File: config.mk
export PLATFORM = sky130hd
export DESIGN_NAME = cozy_alu_seq_flat
export DESIGN_NICKNAME = d
export VERILOG_FILES = /design/src/rtl/cozy_alu_seq_if.sv /design/src/rtl/cozy_alu_seq.sv /design/src/flat_wrapper.sv
export SDC_FILE = /design/constraint.sdc
export NUM_CORES = 1
export LEC_CHECK = 0
export ABC_CLOCK_PERIOD_IN_PS = 2400
export CORE_ASPECT_RATIO = 1.2
export CORE_MARGIN = 4
export CORE_UTILIZATION = 45
export DETAILED_ROUTE_END_ITERATION = 16
export MAX_ROUTING_LAYER = met4
export PLACE_DENSITY = 0.74
export SYNTH_ARGS = -nofsm -noshare
export SYNTH_HDL_FRONTEND = slang
export SYNTH_SLANG_ARGS = --single-unit
export TNS_END_PERCENT = 1
File: constraint.sdc
create_clock -name clk -period 2.4 [get_ports clk]
set_input_delay 0.48 -clock clk [delete_from_list [all_inputs] [get_ports clk]]
set_output_delay 0.48 -clock clk [all_outputs]
set_load 0.05 [all_outputs]
File: src/rtl/cozy_alu_seq_if.sv
// Command channel for cozy_alu_seq: valid/ready handshake carrying either
// a register load or an ALU operation.
interface cozy_alu_seq_if #(
  parameter int ADDR_W = 3
) ();
  logic              cmd_valid;
  logic              cmd_ready;
  logic              cmd_load;
  logic [3:0]        cmd_op;
  logic [ADDR_W-1:0] cmd_rd;
  logic [ADDR_W-1:0] cmd_rs;
  logic [15:0]       cmd_data;

  modport master (
    output cmd_valid, cmd_load, cmd_op, cmd_rd, cmd_rs, cmd_data,
    input  cmd_ready
  );

  modport slave (
    input  cmd_valid, cmd_load, cmd_op, cmd_rd, cmd_rs, cmd_data,
    output cmd_ready
  );
endinterface

File: src/rtl/cozy_alu_seq.sv
// Fetch/execute/writeback sequencer wrapped around the combinational cozy_alu.
// Optional zero flag enabled by defining COZY_ALU_SEQ_ZERO_EN.
module cozy_alu_seq #(
  parameter int ADDR_W = 3
) (
  input  logic              clk,
  input  logic              rst,
  cozy_alu_seq_if.slave     cmd,
  output logic [15:0]       alu_r1,
  output logic [15:0]       alu_r2,
  output logic [3:0]        alu_op,
  output logic              alu_ci,
  input  logic [15:0]       alu_out,
  input  logic              alu_co,
  output logic              carry,
  output logic              done,
  input  logic [ADDR_W-1:0] dbg_addr,
  output logic [15:0]       dbg_data
`ifdef COZY_ALU_SEQ_ZERO_EN
  ,
  output logic              zero
`endif
);
  localparam int NREG = 1 << ADDR_W;

  typedef enum logic [1:0] {IDLE, FETCH, EXEC, WB} state_t;

  state_t state, state_nx;

  logic [NREG-1:0][15:0] rf;
  logic [3:0]            op_q;
  logic [ADDR_W-1:0]     rd_q, rs_q;
  logic [15:0]           res_q;
  logic                  co_q;
  logic                  rdy, ld_acc, op_acc;

  assign cmd.cmd_ready = rdy;
  assign ld_acc = cmd.cmd_valid && rdy &&  cmd.cmd_load;
  assign op_acc = cmd.cmd_valid && rdy && !cmd.cmd_load;

  always_ff @(posedge clk) begin
    if (rst) state <= IDLE;
    else     state <= state_nx;
  end

  always_comb begin
    state_nx = state;
    rdy      = 1'b0;
    case (state)
      IDLE: begin
        rdy = 1'b1;
        // Loads complete in IDLE; only ALU ops walk the pipeline.
        if (op_acc) state_nx = FETCH;
      end
      FETCH:   state_nx = EXEC;
      EXEC:    state_nx = WB;
      WB:      state_nx = IDLE;
      default: state_nx = IDLE;
    endcase
  end

  always_ff @(posedge clk) begin
    if (rst) begin
      rf       <= '0;
      op_q     <= '0;
      rd_q     <= '0;
      rs_q     <= '0;
      res_q    <= '0;
      co_q     <= 1'b0;
      alu_r1   <= '0;
      alu_r2   <= '0;
      alu_op   <= '0;
      alu_ci   <= 1'b0;
      carry    <= 1'b0;
      done     <= 1'b0;
      dbg_data <= '0;
`ifdef COZY_ALU_SEQ_ZERO_EN
      zero     <= 1'b0;
`endif
    end else begin
      done     <= ld_acc || (state == WB);
      // Sampled before this cycle's write lands: read-before-write.
      dbg_data <= rf[dbg_addr];

      if (ld_acc) rf[cmd.cmd_rd] <= cmd.cmd_data;

      if (op_acc) begin
        op_q <= cmd.cmd_op;
        rd_q <= cmd.cmd_rd;
        rs_q <= cmd.cmd_rs;
      end

      if (state == FETCH) begin
        alu_r1 <= rf[rd_q];
        alu_r2 <= rf[rs_q];
        alu_op <= op_q;
        alu_ci <= carry;
      end

      if (state == EXEC) begin
        res_q <= alu_out;
        co_q  <= alu_co;
      end

      if (state == WB) begin
        rf[rd_q] <= res_q;
        carry    <= co_q;
`ifdef COZY_ALU_SEQ_ZERO_EN
        zero     <= (res_q == 16'h0000);
`endif
      end
    end
  end
endmodule
File: src/flat_wrapper.sv
// flat-port wrapper written by rule: the top's interface ports become plain ports
module cozy_alu_seq_flat 
#(
  parameter int ADDR_W = 3
)
  (clk, rst, alu_r1, alu_r2, alu_op, alu_ci, alu_out, alu_co, carry, done, dbg_addr, dbg_data, cmd_cmd_valid, cmd_cmd_load, cmd_cmd_op, cmd_cmd_rd, cmd_cmd_rs, cmd_cmd_data, cmd_cmd_ready);
  cozy_alu_seq_if #(.ADDR_W(ADDR_W)) cmd_i ();
  input  logic clk;
  input  logic rst;
  output logic [15:0] alu_r1;
  output logic [15:0] alu_r2;
  output logic [3:0] alu_op;
  output logic alu_ci;
  input  logic [15:0] alu_out;
  input  logic alu_co;
  output logic carry;
  output logic done;
  input  logic [ADDR_W-1:0] dbg_addr;
  output logic [15:0] dbg_data;
  input wire logic [$bits(cmd_i.cmd_valid)-1:0] cmd_cmd_valid;
  input wire logic [$bits(cmd_i.cmd_load)-1:0] cmd_cmd_load;
  input wire logic [$bits(cmd_i.cmd_op)-1:0] cmd_cmd_op;
  input wire logic [$bits(cmd_i.cmd_rd)-1:0] cmd_cmd_rd;
  input wire logic [$bits(cmd_i.cmd_rs)-1:0] cmd_cmd_rs;
  input wire logic [$bits(cmd_i.cmd_data)-1:0] cmd_cmd_data;
  output wire logic [$bits(cmd_i.cmd_ready)-1:0] cmd_cmd_ready;
  assign cmd_i.cmd_valid = cmd_cmd_valid;
  assign cmd_i.cmd_load = cmd_cmd_load;
  assign cmd_i.cmd_op = cmd_cmd_op;
  assign cmd_i.cmd_rd = cmd_cmd_rd;
  assign cmd_i.cmd_rs = cmd_cmd_rs;
  assign cmd_i.cmd_data = cmd_cmd_data;
  assign cmd_cmd_ready = cmd_i.cmd_ready;
  cozy_alu_seq #(.ADDR_W(ADDR_W)) u_core (.clk(clk), .rst(rst), .cmd(cmd_i), .alu_r1(alu_r1), .alu_r2(alu_r2), .alu_op(alu_op), .alu_ci(alu_ci), .alu_out(alu_out), .alu_co(alu_co), .carry(carry), .done(done), .dbg_addr(dbg_addr), .dbg_data(dbg_data));
endmodule
==> results by group, run 1 <==
Worst setup path
  • Worst endpoint required time: roughly 2.8 ns
  • Kind of critical path: reg2reg
  • Crit path max-delay cell type: nor3b_1
  • CP cell instances: inv_1, ha_2, nor3b_1, buf_4, a22oi_1, o21ai_0, a211oi_1
  • Worst R2R Path Depth: 7
  • Crit end category: flip-flop
  • Critical path launch point type: flip-flop
  • WP buf/inv: 2
  • Max stage delay on crit path: 0.88 ns
  • CP Max Fanout: 8
  • Arrival @ worst endpoint: 2.73 ns
  • Crit path depth: 7
  • CP delay by family, top: simple AND/OR/NAND/NOR gates

Die
  • Core footprint: about 26,000 µm²
  • Row cnt: 64
  • I/O pin total: roughly 110
  • Die H: 184.5 µm
  • Die area: 28,600 µm²
  • Initial core utilization: 45.71%
  • Die X: about 160 µm

Run
  • Max-cap violations: 0

Finish
  • Layout cell share with drive strength beyond 1: 14.16%
  • Antenna Cells: 0
  • Fin area: around 14,000 µm²
  • Area delta synth->final: 20.05%
  • Fillcell total: 2,253
  • Fin util: 54.87%
  • Nets: 1,446

Drt
  • Total wire length: roughly 38,000 µm
  • Vias: 10.86k
  • Met2 wire length: 17,580 µm
  • TritonRoute pass-1 iters: 6
  • DRC Markers: 0
  • Starting DRC count in detailed routing: 1,394
  • Post-DR vias/cell: around 6.3
  • Number of routed nets with antenna violations: 0
  • Routed len/inst: 21.85 µm
  • DRT met1 WL: 15,080 µm
  • Met3 Wirelength: 3605 µm
  • Top routing layer in use: met4

Logic synthesis
  • Yosys warns: 0
  • Number of flops mapped to enable cells by yosys: 0
  • Average cell area after synthesis: 8.701 µm²
  • Post-Syn Instances: 1,342
  • Post-synthesis register bit count: 212
  • Async S/R FF share, synth: 0%
  • Seq/Total Area, Yosys: 36.35%
  • Synth Cell Area: 11,680 µm²
  • Syn nets: 1,397
  • Synth cell types: approximately 50
  • Dominant synthesized flop cell: dfxtp_1

Clock network
  • Clock latency on the worst-skew pair: 0.51 ns
  • Post-CTS sizing: 0
  • Max clock buf depth: 3
  • H-tree depth: 1
  • TritonCTS clock tree: done
  • Clock Sinks: 212
  • CTS Hold Bufs: 0
  • Root Driver: clkbuf_16
  • CTS buffer count: 22
  • Setup Fix Bufs, Post-CTS: 0
  • Clk pin slew, worst setup/hold paths: 0.06 ns

Place
  • Post-DP HPWL: 25,880 µm
  • Final Wtd Congestion: 0.9580
  • I/O Buffers: roughly 110
  • Placed Instance Area: 13,240 µm²

Timing
  • Slew Viols, Final: 0
  • Worst-margin pin slew: 1.066 ns
  • Final setup violation count: 0
  • Sum Neg Setup Slack: 0 ns
  • Max frequency: ~430 MHz
  • Worst clock skew: 0.009047 ns
  • Tcrit/Tclk final: approximately 100%
  • Final Hold Vio Count: 0
  • Slew margin rel.: 28.79%
  • Minimum clock period: approximately 2.3 ns
  • RSZ-0062 raised after global routing: no

GRT
  • Vias in the first global route: 10.22k
  • Grt ovf: 0
  • Pin count of the biggest net entering global routing: 67
  • First-pass GRT wire length: 58,970 µm
  • Initial antenna violation count: 0
  • Total GRT Usage: 26.55%

Power and ir drop
  • Clock network power share: 31.9%
  • Register share of total power: 37.3%
  • Pwr Density: slightly above 800 nW/µm²
  • Pleak: 4.923 nW
  • Maximum vdd drop: 0.0003876 V
  • Switching share of power: 35.18%
  • P_int: 7.450 mW
  • Total power: 11.49 mW
  • Combinational Power Share: 30.8%
  • Sw power: about 4.0 mW

Status
  • Status: finished, final reports clean

Hold path
  • Min-delay worst type: in2reg
  • Hold depth: 2
[kinds of logic after synthesis]
kind of cell,after synthesis,share of synthesized area [%]
multiplexers,174,19.81
buffers and inverters,147,5.979
AND/OR/NAND/NOR,562,19.99
AO/OA/AOI/OAI,242,17.34
flip-flops,212,36.35
adder cells (fa/ha/maj),5,0.5358
[cells in the mapped netlist, types with 2 or more instances]
library cell  count  area share (%)
buf_6             3            0.29
nand3b_1          2            0.13
buf_4             9            0.58
nand2b_1          8            0.43
o21bai_1          7            0.45
a211oi_2         11             1.2
a2111oi_0         4            0.30
nor3_4            2            0.28
nor2b_1          18            0.96
o2111ai_1         4            0.30
nand2_1         297             9.5
o22ai_1          14            0.75
buf_8             3            0.39
a311oi_1        128             9.6
nand3_1           9            0.39
ha_1              5            0.54
a22oi_1           6            0.39
o221a_2           3            0.29
mux2_2           27             2.6
mux4_2           42             8.1
buf_1            12            0.39
mux2i_1          95             8.1
buf_2            44             1.9
dfxtp_1         212              36
o21ai_0           6            0.26
nor4_1            3            0.16
mux2_1           10            0.96
nor2_1          208             6.7
a211oi_1         25             1.6
a21oi_1          14            0.60
inv_1             2           0.064
a221o_1          14             1.2
o221ai_1          2            0.15
nor2_4            6            0.58
clkbuf_1         73             2.3
[path summary, 6_finish.rpt]
kind | start | endpoint | slack (ns)
hold reg to reg | u_core.op_q[3]$_SDFFE_PP0P_ | u_core.op_q[3]$_SDFFE_PP0P_ | 0.46
setup reg to reg | u_core.state[1]$_SDFFE_PP0P_ | u_core.alu_r1[6]$_SDFFE_PP0N_ | 0.06
setup / recovery | u_core.state[1]$_SDFFE_PP0P_ | u_core.alu_r1[6]$_SDFFE_PP0N_ | 0.06
hold / removal | rst | u_core.dbg_data[8]$_SDFF_PP0_ | 0.39
[cell type report]
type,count,area [µm²],share of cell area [%]
Clock buffer,34,708.2,5.052
Clock inverter,4,70.07,0.4999
Inverter,2,7.507,0.05356
Multi-Input combinational cell,983,6736,48.06
Sequential cell,212,4249,30.31
Tap cell,330,412.9,2.946
Timing Repair Buffer,170,1833,13.08
[state kept, by name, summed over array words and instances (netlist names)]
name,cells
u_core.alu_r1,16
u_core.state,2
u_core.dbg_data,16
u_core.op_q,4
u_core.done,1
u_core.alu_op,4
u_core.rf,128
u_core.rs_q,3
u_core.res_q,16
u_core.rd_q,3
u_core.carry,1
u_core.co_q,1
u_core.alu_ci,1
u_core.alu_r2,16
[worst reg2reg max path: cells and delay by family (launching register included)]
family	cells	cell delay (ns)
AO/OA/AOI/OAI	3	0.31
adder cells (fa/ha/maj)	1	0.24
buffers and inverters	2	0.47
flip-flops	1	0.34
AND/OR/NAND/NOR	1	0.88
[stage by stage]
step / setup slack, ns / hold WS (ns) / instances
6_report: 0.06058 / 0.3858 / 1735
5_1_grt: 0.002977 / 0.3988 / 1735
3_3_place_gp: 0.1161 / 0.4434 / 1697
3_5_place_dp: 0.1206 / 0.4553 / 1697
2_1_floorplan: 0.2330 / 0.4360 / 1342
4_1_cts: 0.1077 / 0.3822 / 1735
[power groups by stage]
stage / Clock (mW) / Combinational [mW] / Sequential (mW)
6_report: 3.67 / 3.54 / 4.28
5_1_grt: 3.87 / 3.74 / 4.33
4_1_cts: 3.73 / 3.53 / 4.27
3_5_place_dp: 0 / 3.51 / 4.35
3_3_place_gp: 0 / 3.47 / 4.34
2_1_floorplan: 0 / 1.66 / 4.99
[placed cells by master, fill, tap and decap left out, types with 6 or more instances in the layout]
cell,count
nand2_1,297
dfxtp_1,210
nor2_1,208
a311oi_1,128
clkdlybuf4s50_1,102
mux2i_1,95
mux4_2,42
buf_4,42
mux2_2,27
a211oi_1,25
clkbuf_16,24
buf_12,24
nor2b_1,18
o22ai_1,14
a221o_1,14
a21oi_1,14
a211oi_2,11
mux2_1,10
nand3_1,9
nand2b_1,8
o21bai_1,7
clkbuf_8,7
nor2_4,6
a22oi_1,6
o21ai_0,6
[layer usage]
| metal | vias to the layer above | GRT usage, % |
|---|---|---|
| li1 | 4950 | - |
| met1 | 5148 | 34.52 |
| met2 | 639 | 42.02 |
| met3 | 126 | 3.429 |
| met4 | 0 | 10.81 |
| met5 | - | - |
Note: power is estimated with default switching activity, not from simulation.
==> inputs of run 2 (changes only) <==
ABC_CLOCK_PERIOD_IN_PS = unset   (was 2400)
CAP_MARGIN = 40   (was unset)
==> run 2 against run 1 <==
Compared with the run above: sequential power about the same; worst setup slack improved by 0.093 ns; sequential share of layout area about the same; clock skew barely moved; sequential cell count unchanged; first-iteration DRC count fell by 9.5%; worst hold slack improved by 0.0059 ns; routed wire length down 0.65%; cell count barely moved; non-clock buffer count grew 1; combinational power about the same; cell area is essentially flat; critical endpoint is now alu_r1[2].
==> results by group, run 2 (synthesis results as in run 1) <==
Status
  • Status: finished, final reports clean

GRT
  • Met3 GRT Util: under 10%
  • Met2 Use GR: 41.74%
  • Vias in the first global route: 10.37k
  • Grt ovf: 0
  • Pin count of the biggest net entering global routing: 67
  • Total GRT Usage: about a quarter
  • Met1 Use GR: 33.06%
  • First-pass GRT wire length: 58,860 µm
  • Initial antenna violation count: 0
  • Grt peak-use layer: met2

Finish
  • Fin area: 14,000 µm²
  • Multi-input gate area: 6736 µm²
  • Max FFs per register: 128
  • Commonest non-fill, non-tap cell in the layout: nand2_1
  • Nets: about 1.4k
  • Antenna Cells: 0
  • Layout cell share with drive strength beyond 1: 14.15%
  • Biggest register: u_core.rf
  • Fillcell total: 2,270
  • Area delta synth->final: 19.93%
  • Most frequent cells in the layout: nand2_1, dfxtp_1, nor2_1
  • Storage element area: ~4200 µm²

Drt
  • Starting DRC count in detailed routing: around 1.3k
  • TritonRoute pass-1 iters: 8
  • DRC Markers: 0
  • Total wire length: 37,660 µm
  • Post-DR vias/cell: 6.238
  • Routed len/inst: approximately 22 µm
  • Vias: 10.83k
  • Number of routed nets with antenna violations: 0

Worst setup path
  • Origin of the critical flop-to-flop path: u_core.state[1]$_SDFFE_PP0P_
  • Critical path launch point type: flip-flop
  • RR Endpoint: u_core.alu_r1[6]$_SDFFE_PP0N_
  • Worst R2R Path Depth: 8
  • Kind of critical path: reg2out
  • Worst endpoint required time: 1.92 ns
  • CP delay by family, top: buffers and inverters
  • Arrival @ worst endpoint: about 1.8 ns
  • CP Max Fanout: 2
  • CP cell instances: clkdlybuf4s50_1
  • Crit path max-delay cell type: clkdlybuf4s50_1
  • Worst reg2reg setup slack: 0.24 ns
  • WP buf/inv: 1
  • Crit end category: output port
  • Max stage delay on crit path: 0.84 ns

Power and ir drop
  • Pwr Density: 815.0 nW/µm²
  • Maximum vdd drop: around 0.00036 V
  • Pleak: 4.919 nW

Timing
  • Slew Viols, Final: 0
  • Slew margin rel.: 56.51%
  • Final setup violation count: 0
  • Worst-margin pin slew: 0.6508 ns
  • Sum Neg Setup Slack: 0 ns
  • RSZ-0062 raised after global routing: no
  • Final Hold Vio Count: 0
  • Tcrit/Tclk final: 93.61%
  • Minimum clock period: roughly 2.2 ns
  • Worst clock skew: 0.008572 ns
  • Max frequency: 445.1 MHz
  • Hold Slack: ~0.39 ns

Hold path
  • Hold Path End: u_core.dbg_data[10]$_SDFF_PP0_
  • Min-delay worst type: in2reg
  • Hold Crit Start: rst
  • Hold depth: 2

Place
  • I/O Buffers: 105
  • Post-DP HPWL: 25,820 µm
  • Final Wtd Congestion: between 0.9 and 1
  • Placed Instance Area: 13,240 µm²

Clock network
  • Root Driver: clkbuf_16
  • CTS Hold Bufs: 0
  • TritonCTS clock tree: done
  • Post-CTS sizing: 0
  • Max clock buf depth: 3
  • Clock latency on the worst-skew pair: 0.52 ns
  • Clock Sinks: 212
  • CTS buffer count: 22
  • Clk pin slew, worst setup/hold paths: 0.06 ns
  • H-tree depth: 1
  • Setup Fix Bufs, Post-CTS: 0

Die
  • Die area: 28,600 µm²
  • Die H: 184.5 µm
  • Initial core utilization: ~46%
  • Row cnt: 64
  • I/O pin total: between 100 and 150
  • Die X: 155.0 µm
  • Core footprint: 25,540 µm²

Run
  • Max-cap violations: 0
==> run 2: worst max path at each step <==
stage / from / end / depth (start not counted)
after floorplan: u_core.state[0]$_SDFFE_PP0P_ / u_core.rf[10]$_SDFF_PP0_ / 8
after global placement: u_core.state[1]$_SDFFE_PP0P_ / u_core.alu_r1[9]$_SDFFE_PP0N_ / 7
after global routing: u_core.state[0]$_SDFFE_PP0P_ / cmd_cmd_ready / 3
after detailed placement: cmd_cmd_valid / u_core.rf[14]$_SDFF_PP0_ / 6
final: u_core.alu_r1[2]$_SDFFE_PP0N_ / alu_r1[2] / 1
after CTS: u_core.alu_r1[2]$_SDFFE_PP0N_ / alu_r1[2] / 1
==> run 2: per-layer routing <==
metal	vias to the layer above	wire (µm)
met5	-	0
met4	0	1626
met3	123	3449
met2	555	17520
met1	5195	15060
li1	4957	-
==> run 2: metrics by stage <==
step                      utilization [%]  setup WS, ns  power [mW]  cells
after floorplan                         -        0.2330       6.651   1342
after global placement              51.83        0.1161       7.803   1697
after detailed placement            51.85        0.1353       7.866   1698
after CTS                           54.82        0.1538       11.45   1736
after global routing                54.82        0.1081       11.84   1736
final                               54.82        0.1534       11.41   1736
==> run 2: layout make-up <==
type / instances / share of cell area, %
multi-input combinational: 983 / 48.11
sequential: 212 / 30.34
timing repair buffer: 171 / 13.13
clock buffer: 33 / 4.887
tap: 330 / 2.949
clock inverter: 5 / 0.5361
inverter: 2 / 0.05361
==> run 2: report_power, final <==
part           internal, mW  switching [mW]
Combinational          1.31            2.22
Clock                  2.18            1.42
Sequential             3.91           0.382
Total                  7.39            4.02
==> inputs of run 3 (changes only) <==
ABC_CLOCK_PERIOD_IN_PS = 2400   (was unset)
RECOVER_POWER = 50   (was unset)
==> run 3 against run 2 <==
Compared with the run above: die area is the same; global-route usage is the same; clock skew is essentially flat.
==> results by group, run 3 (synthesis results as in run 1) <==
Drt
  • Number of routed nets with antenna violations: 0
  • Vias: 10.84k
  • TritonRoute pass-1 iters: 5
  • Routed len/inst: 21.64 µm
  • Total wire length: 37,570 µm
  • Post-DR vias/cell: 6.245
  • Starting DRC count in detailed routing: 1,200
  • DRC Markers: 0

Timing
  • Slew Viols, Final: 0
  • Sum Neg Setup Slack: 0 ns
  • Tcrit/Tclk final: a little over nine tenths
  • Final Hold Vio Count: 0
  • Minimum clock period: 2.257 ns
  • RSZ-0062 raised after global routing: no
  • Max frequency: between 400 and 500 MHz
  • Worst clock skew: 0.008636 ns
  • Worst-margin pin slew: roughly 1.0 ns
  • Final setup violation count: 0
  • Slew margin rel.: 31.78%

GRT
  • Pin count of the biggest net entering global routing: 67
  • First-pass GRT wire length: 58,860 µm
  • Vias in the first global route: 10.37k
  • Grt ovf: 0
  • Initial antenna violation count: 0
  • Total GRT Usage: 26.47%

Worst setup path
  • Crit path max-delay cell type: nor3b_1
  • Max stage delay on crit path: about 0.57 ns
  • CP cell instances: inv_1, ha_1, nor3b_1, clkbuf_1, buf_4, a22oi_1, o21ai_0, a211oi_1
  • Critical path launch point type: flip-flop
  • WP buf/inv: 3
  • Kind of critical path: reg2reg
  • CP Max Fanout: 8
  • CP delay by family, top: buffers and inverters
  • Worst endpoint required time: 2.79 ns
  • Crit end category: flip-flop
  • Arrival @ worst endpoint: 2.65 ns

Place
  • Placed Cells: 1,698
  • Final Wtd Congestion: 0.9580
  • I/O Buffers: 105
  • Post-DP HPWL: roughly 26,000 µm

Die
  • Core footprint: about 26,000 µm²
  • Row cnt: 64
  • Initial core utilization: 45.71%
  • Die H: 184.5 µm
  • I/O pin total: about 110
  • Die area: between 20,000 and 30,000 µm²
  • Die X: 155.0 µm

Clock network
  • TritonCTS clock tree: done
  • Clock latency on the worst-skew pair: 0.51 ns
  • H-tree depth: 1
  • CTS Hold Bufs: 0
  • Clock Sinks: 212
  • CTS buffer count: 22
  • Root Driver: clkbuf_16
  • Max clock buf depth: 3
  • Post-CTS sizing: 0
  • Clk pin slew, worst setup/hold paths: roughly 0.060 ns
  • Setup Fix Bufs, Post-CTS: 0

Finish
  • Most frequent cells in the layout: nand2_1, nor2_1, dfxtp_1
  • Max FFs per register: 128
  • Fillcell total: 2,293
  • Antenna Cells: 0
  • Layout Cells excl Fill: 1,736
  • Multi-input gate area: 6656 µm²
  • Fin util: between 50% and 60%
  • Biggest register: u_core.rf
  • Nets: 1,447
  • Commonest non-fill, non-tap cell in the layout: nand2_1
  • Layout cell share with drive strength beyond 1: 12.80%
  • Storage element area: 4248 µm²
  • Area delta synth->final: 18.89%

Power and ir drop
  • Register share of total power: 37.8%
  • Clock network power share: 31.7%
  • Switching share of power: 35.13%
  • P_int: about 7.4 mW
  • Total power: 11.34 mW
  • Pleak: around 5 nW
  • Sw power: 3.983 mW
  • Pwr Density: approximately 820 nW/µm²
  • Maximum vdd drop: between 0.0003 and 0.0004 V
  • Combinational Power Share: 30.5%

Hold path
  • Min-delay worst type: in2reg

Run
  • Max-cap violations: 0

Status
  • Status: finished, final reports clean
run 3: cell count changes in the layout (fill, tap and decap cells not counted), moves of 4 or more:
cell,before,now
a211oi_1,25,33
a211oi_2,11,3
buf_4,42,34
clkbuf_1,4,8
clkbuf_2,0,6
clkdlybuf4s50_1,102,86
dlygate4sd3_1,0,16
nor2_1,208,213
nor2_4,6,1
run 3: path summary, 6_finish.rpt:
check	start	to	slack, ns	cells past startpoint
setup / recovery	u_core.state[1]$_SDFFE_PP0P_	u_core.alu_r1[6]$_SDFFE_PP0N_	0.14	8
hold / removal	rst	u_core.dbg_data[8]$_SDFF_PP0_	0.39	2
setup reg to reg	u_core.state[1]$_SDFFE_PP0P_	u_core.alu_r1[6]$_SDFFE_PP0N_	0.14	8
hold reg to reg	u_core.op_q[1]$_SDFFE_PP0P_	u_core.op_q[1]$_SDFFE_PP0P_	0.46	2
run 3: cell type report:
class / count / area share (%)
clock buffer: 33 / 4.930
clock inverter: 5 / 0.5408
inverter: 2 / 0.05408
multi-input combinational: 983 / 47.95
sequential: 212 / 30.60
tap: 330 / 2.974
timing repair buffer: 171 / 12.95
run 3: stage by stage:
step                      hold slack, ns  instance area (µm²)  setup slack, ns
after floorplan                   0.4360                11680           0.2330
after global placement            0.4434                13240           0.1161
after detailed placement          0.4487                13240           0.1353
after CTS                         0.3914                14000           0.1538
after global routing              0.3958                13880          0.06018
final                             0.3870                13880           0.1433
run 3: layer usage:
layer	track usage (%)	vias up	share of wire [%]
met5	-	-	0
met4	11.84	0	4.3
met3	5.073	127	9.5
met2	41.74	598	47
met1	33.06	5156	39
li1	-	4961	-
run 3: power groups by stage:
stage                     Combinational, mW  Clock (mW)  Sequential [mW]
after floorplan                        1.66           0             4.99
after global placement                 3.47           0             4.34
after detailed placement               3.52           0             4.35
after CTS                              3.53        3.65             4.27
after global routing                   3.65        3.78             4.33
final                                  3.45        3.60             4.28
